$ cat src/rtl/regfile_wb_arbiter.sv
// Register-file writeback arbiter (ALU vs. memory-load) with a busy-register scoreboard.
// Define REGFILE_ARB_RR_EN for round-robin arbitration; default build gives the load port fixed priority.

module regfile_busy_cell (
    input  logic clk,
    input  logic reset,
    input  logic set,
    input  logic clr,
    output logic busy
);
    // A reservation landing on the same edge as the retiring write wins.
    always_ff @(posedge clk) begin
        if (reset)    busy <= 1'b0;
        else if (set) busy <= 1'b1;
        else if (clr) busy <= 1'b0;
    end
endmodule

module regfile_wb_arbiter #(
    parameter int WIDTH = 16
) (
    input  logic             clk,
    input  logic             reset,
    input  logic             req_a,
    input  logic [2:0]       dest_a,
    input  logic [WIDTH-1:0] data_a,
    output logic             ack_a,
    input  logic             req_b,
    input  logic [2:0]       dest_b,
    input  logic [WIDTH-1:0] data_b,
    output logic             ack_b,
    output logic [2:0]       DEST,
    output logic [WIDTH-1:0] w_in,
    output logic             w_en,
    input  logic             rsv_valid,
    input  logic [2:0]       rsv_dest,
    output logic             rsv_ready,
    input  logic [2:0]       SRC0,
    input  logic [2:0]       SRC1,
    output logic             stall
);
    typedef struct packed {
        logic [2:0]       dest;
        logic [WIDTH-1:0] data;
    } wb_req_t;

    wb_req_t    wb_a, wb_b, wb_sel;
    logic       elig_a, elig_b, gnt_a, gnt_b, gnt;
    logic [7:0] busy;
    logic [7:1] busy_set, busy_clr;

    assign wb_a = '{dest: dest_a, data: data_a};
    assign wb_b = '{dest: dest_b, data: data_b};

    // A request being acked this cycle was already consumed; it must not win again.
    assign elig_a = req_a & ~ack_a;
    assign elig_b = req_b & ~ack_b;

`ifdef REGFILE_ARB_RR_EN
    logic prefer_b;

    always_comb begin
        gnt_a = elig_a & (~elig_b | ~prefer_b);
        gnt_b = elig_b & ~gnt_a;
    end

    always_ff @(posedge clk) begin
        if (reset)      prefer_b <= 1'b0;
        else if (gnt_a) prefer_b <= 1'b1;
        else if (gnt_b) prefer_b <= 1'b0;
    end
`else
    always_comb begin
        gnt_b = elig_b;
        gnt_a = elig_a & ~elig_b;
    end
`endif

    assign gnt    = gnt_a | gnt_b;
    assign wb_sel = gnt_b ? wb_b : wb_a;

    // Writes to r0 are acknowledged but never reach the regfile.
    always_ff @(posedge clk) begin
        if (reset) begin
            ack_a <= 1'b0;
            ack_b <= 1'b0;
            w_en  <= 1'b0;
            DEST  <= '0;
            w_in  <= '0;
        end else begin
            ack_a <= gnt_a;
            ack_b <= gnt_b;
            w_en  <= gnt & (wb_sel.dest != 3'd0);
            if (gnt) begin
                DEST <= wb_sel.dest;
                w_in <= wb_sel.data;
            end
        end
    end

    assign busy[0]   = 1'b0;
    assign rsv_ready = ~busy[rsv_dest];
    assign stall     = busy[SRC0] | busy[SRC1];

    for (genvar i = 1; i < 8; i++) begin : g_busy
        assign busy_set[i] = rsv_valid & rsv_ready & (rsv_dest == 3'(i));
        assign busy_clr[i] = gnt & (wb_sel.dest == 3'(i));

        regfile_busy_cell u_cell (
            .clk   (clk),
            .reset (reset),
            .set   (busy_set[i]),
            .clr   (busy_clr[i]),
            .busy  (busy[i])
        );
    end
endmodule

$ cat config.mk
export PLATFORM = sky130hd
export DESIGN_NAME = regfile_wb_arbiter
export DESIGN_NICKNAME = d
export VERILOG_FILES = /design/src/rtl/regfile_wb_arbiter.sv
export SDC_FILE = /design/constraint.sdc
export NUM_CORES = 1
export LEC_CHECK = 0
export CAP_MARGIN = 20
export CORE_UTILIZATION = 60
export DETAILED_ROUTE_END_ITERATION = 8
export DONT_BUFFER_PORTS = 1
export PLACE_DENSITY = 0.72
export SYNTH_ARGS = -nofsm -noshare
export SYNTH_HDL_FRONTEND = slang
export SYNTH_HIERARCHICAL = 1
export SYNTH_SLANG_ARGS = --single-unit
$ cat constraint.sdc
create_clock -name clk -period 2.2 [get_ports clk]
set_clock_uncertainty 0.2 [all_clocks]
set_input_delay 0.44 -clock clk [delete_from_list [all_inputs] [get_ports clk]]
set_output_delay 0.44 -clock clk [all_outputs]
set_load 0.005 [all_outputs]
-- Yosys cells after proc, flatten, opt, wreduce, memory -nomap -nowiden
Cells that the tools add are included.
- order comparisons: 3
- equal/unequal tests: 14
- muxes and demuxes: 21
- bitwise logic cells: 25
- reduce and logical (&&, ||, !) cells: 8
- operators by type and width (cell ; number):
    == test 3 bit, second input constant ; 8
    bitwise AND 1 bit ; 19
    2-to-1 mux 19 bit ; 1
    2-to-1 mux 1 bit ; 17
    nonzero test 2 bit ; 7
    == test 3 x 2 -> 1 bit, second input constant ; 4
    < comparator 3 x 4 -> 1 bit, second input constant ; 3
    binary-select mux 1 bit (select 3 bit) ; 3
    == test 3 x 1 -> 1 bit, second input constant ; 2
    NOT 1 bit ; 4
    nonzero test 3 bit ; 1
    OR 1 bit ; 2
- bits in registers: 29
- input bits: 52
- output and inout port bits: 24
- logic and storage cells: 83

-- Longest topological paths before layout
- depth in word-level cells: 8
- gate-level depth with buffers: 7
- depth with buffers taken out: 6

-- Cells and area by module
The synthesis kept the hierarchy.
- modules (own cells, without submodules) (module ; times used ; cells each ; area each (um2) ; sequential area each (um2)):
    regfile_wb_arbiter ; 1 ; 172 ; 1453.9 ; 440.4
    regfile_busy_cell ; 7 ; 4 ; 38.8 ; 20.0

-- Least setup slack after synthesis
OpenSTA, ideal clock, no wires.
- path type: input to output
- start: in rsv_dest[0]
- end: out rsv_ready
- data arrival time: 1077 ps
- required time: 1560 ps
- setup slack: 483 ps
- cell stages on the path: 2
- buffers on the path: 0
- path through: mux4_2 a21oi_1
- word-level cells in the longest chain between the ends: 3
- RTL lines (element ; RTL line ; source):
    start: declaration ; 36 ; input logic [2:0] rsv_dest,
    binary-select mux 1 bit (select 3 bit) ; 102 ; assign rsv_ready = ~busy[rsv_dest];
    2-to-1 mux 1 bit (not written as such) ; 102 ;
    NOT 1 bit ; 102 ;
    end: declaration ; 37 ; output logic rsv_ready,
No other way between the ends. The select of a mux whose other input is x is not followed.

-- Final worst setup path
- start: reg g_busy[7].u_cell.busy
- end: out rsv_ready
- word-level cells in the longest chain between the ends: 3
- RTL lines (element ; RTL line ; source):
    start: declaration ; 9 ; output logic busy
    start signal: assignment ; 13 ; if (reset) busy <= 1'b0;
    start signal: assignment ; 14 ; else if (set) busy <= 1'b1;
    start signal: assignment ; 15 ; else if (clr) busy <= 1'b0;
    binary-select mux 1 bit (select 3 bit) ; 102 ;
    2-to-1 mux 1 bit (not written as such) ; 102 ;
    NOT 1 bit ; 102 ;
No other way between the ends. The select of a mux whose other input is x is not followed.

==> results.yml <==
cells_and_area:
  instances_no_fill: 230
  final_nets: 252
  regArea_sq_um: 580.6
  fillers: 246
  multi_input_area_sq_um: 1006
  drive_above_1_share_pct: 21.61
  syn_to_final_growth_pct: 2.683
  antenna_cells: 0
die:
  core-area_sq_um: 2734
  placementRows: 19
  pin_count: 76
  die-area_sq_um: 3094
  die_y_um: 55.63
  die_x_um: 55.63
  start_util_pct: 63.11
sta:
  hold_ws_ns: 0.08427
  hold_violations: 0
  setup-violations-final: 0
  fmax_mhz: 502.8
  timing.final.crit_period_ns: 1.989
  maxSlewViolCount: 0
  relSlewSlack_pct: 80.87
  worst_pin_slew_ns: 0.2859
  period_share_pct: 90.41
  rsz0062_at_grt: "false"
  tns_ns: 0
status:
  status: "finished, final reports clean"
cts:
  insertion_delay_ns: 0.32
  cts_tree: "done"
  hold_buffers: 1
  cts_max_level: 2
  root_buffer: "clkbuf_4"
  ctsResizeCount: 0
  cts_max_path_buffers: 2
  clk_pin_slew_worst_paths_ns: 0.09
  cts_made_buffers: 5
  cts_num_sinks: 29
  cts_setup_buffers: 0
power_and_ir_drop:
  peakVddDrop_mv: 0.4329
  finalPower_mw: 1.106
  p_per_area_nw_per_um2: 624.3
  power.leakage_nw: 0.6647
setup_path:
  r2r_start: "ack_b$_SDFF_PP0_"
  criticalPathCategory: "register to output pin"
  arrival_ns: 1.35
  cp-start-kind: "register"
  rr_endpoint: "g_busy[5].u_cell/busy$_SDFFE_PP0P_"
  worstRegToRegCells: 6
  crit_path_end_kind: "output pin"
  critical_path_required_ns: 1.56
  crit_fanout: 5
  rrSetupSlack_ns: 0.40
  cp-startpoint: "g_busy[7].u_cell/busy$_SDFFE_PP0P_"
yosys:
  yosys_register_bits: 29
  post_synth_num_cell_types: 36
  yosys.area.top_type_share_pct: 33.65
  synthTopCellsByArea: "dfxtp_1 34%, a311oi_2 14%, nand2_1 8.0%"
  yosysTopAreaCell: "dfxtp_1"
  synth_fp_nets: 252
  synth_cells: 200
  ys_warn_count: 6
  ys_seq_area_share_pct: 33.65
  avgSynthCellArea_sq_um: 8.627
  syn-cell-area_sq_um: 1725
min_path:
  min_path_type: "input pin to register"
  hold-path-endpoint: "g_busy[1].u_cell/busy$_SDFFE_PP0P_"
  hp-start: "rsv_dest[2]"
  hold-path-cell-count: 3
global_route:
  grt_max_degree: 39
  antenna_found_initial: 0
  grt_pass1_wl_mm: 5.934
  grt.overflow.total: 0
  grt_pass1_vias: 1409
  grt.total_usage_pct: 24.07
detailed_routing:
  drtPass1Iterations: 4
  num_vias: 1416
  wl_per_cell_um: 15.56
  drc: 0
  drt_iter0_drc: 78
  wl_mm: 3.579
  vias_per_cell: 6.157
  route.antenna.remaining_nets: 0
placed_design:
  dp_cells: 222
  gp_congestion: 0.8458
  port-buffer-count: 0
  post-dp-hpwl_mm: 2.642
job:
  drv_cap: 0
==> logic make-up after synthesis <==
family / Yosys count / synth area share (%)
compound gates: 41 / 26.47
buf+inv: 24 / 8.049
flops: 29 / 33.65
mux: 8 / 5.366
simple gates: 98 / 26.47
==> worst max-delay path, stage by stage (launching register included) <==
cell	delay, ns
dfxtp_1	0.36
mux4_2	0.48
a21oi_1	0.18
==> cell usage after synthesis (all sizes together) <==
cell,n
nand2,37
nor2,32
dfxtp,29
a311oi,18
inv,13
a21oi,12
nand2b,11
buf,8
mux2i,7
nor3,6
a31oi,4
a211oi,3
clkbuf,3
nor3b,3
nand3,2
nand3b,2
and3,1
mux4,1
nor2b,1
nor4,1
nor4b,1
o21ai,1
o22a,1
o22ai,1
o2bb2a,1
or3,1
==> report_power, final <==
| part | switching (mW) | total (mW) | leakage, nW | internal, mW |
|---|---|---|---|---|
| clock network | 0.178 | 0.288 | 0.0269 | 0.111 |
| logic | 0.120 | 0.216 | 0.398 | 0.0957 |
| registers | 0.0356 | 0.602 | 0.240 | 0.567 |
==> registers in the layout, indices dropped and copies added (netlist names) <==
signal and cells:
ack_b 1, ack_a 1, g_busy.u_cell/busy 7, w_in 16
DEST 3, w_en 1
==> how the worst max path moves through the flow <==
stage          cells past startpoint  slack, ns              endpoint
6_report                           2       0.21             rsv_ready
5_1_grt                            4       0.15                 stall
4_1_cts                            2       0.20             rsv_ready
3_5_place_dp                       4       0.12  w_in[2]$_SDFFE_PP0P_
3_3_place_gp                       4       0.26  w_in[9]$_SDFFE_PP0P_
2_1_floorplan                      2       0.48             rsv_ready
==> metal layers <==
layer | share of wire, % | GRT usage, % | vias to the layer above
met5 | 0 | 0 | -
met4 | 1.3 | 9.643 | 0
met3 | 6.6 | 7.209 | 5
met2 | 52 | 44.23 | 53
met1 | 40 | 25.45 | 662
li1 | - | - | 696
==> cell type report <==
class / instances / area share, %
multi-input combinational: 147 / 56.78
sequential: 29 / 32.77
timing repair buffer: 4 / 3.107
inverter: 13 / 2.754
tap: 31 / 2.189
clock buffer: 5 / 2.119
clock inverter: 1 / 0.2825
==> cells in the final DEF, fill, tap and decap left out <==
| master | n |
|---|---|
| nand2_1 | 37 |
| nor2_1 | 32 |
| dfxtp_1 | 29 |
| a311oi_2 | 16 |
| inv_1 | 12 |
| nand2b_1 | 11 |
| a21oi_2 | 8 |
| mux2i_1 | 7 |
| nor3_1 | 6 |
| clkbuf_4 | 5 |
| a21oi_1 | 4 |
| a31oi_1 | 4 |
| nand3_1 | 2 |
| nand3b_1 | 2 |
| a311oi_1 | 2 |
| nor3b_1 | 2 |
| a211oi_2 | 2 |
| buf_12 | 2 |
| buf_4 | 2 |
| mux4_2 | 1 |
| a211oi_1 | 1 |
| o22ai_1 | 1 |
| nor4_1 | 1 |
| inv_2 | 1 |
| nor2b_4 | 1 |
| or3_4 | 1 |
| o22a_1 | 1 |
| and3_1 | 1 |
| o2bb2a_4 | 1 |
| nor4b_1 | 1 |
| o21ai_4 | 1 |
| nor3b_2 | 1 |
| clkinv_2 | 1 |
==> metrics by stage <==
stage	utilization, %	instance area, sq um	setup WS (ns)
after floorplan	-	1725	0.4835
after global placement	61.78	1689	0.2619
after detailed placement	61.78	1689	0.1178
after CTS	64.07	1752	0.1992
after global routing	64.81	1772	0.1471
final	64.81	1772	0.2109
Note: power is estimated with default switching activity, not from simulation.
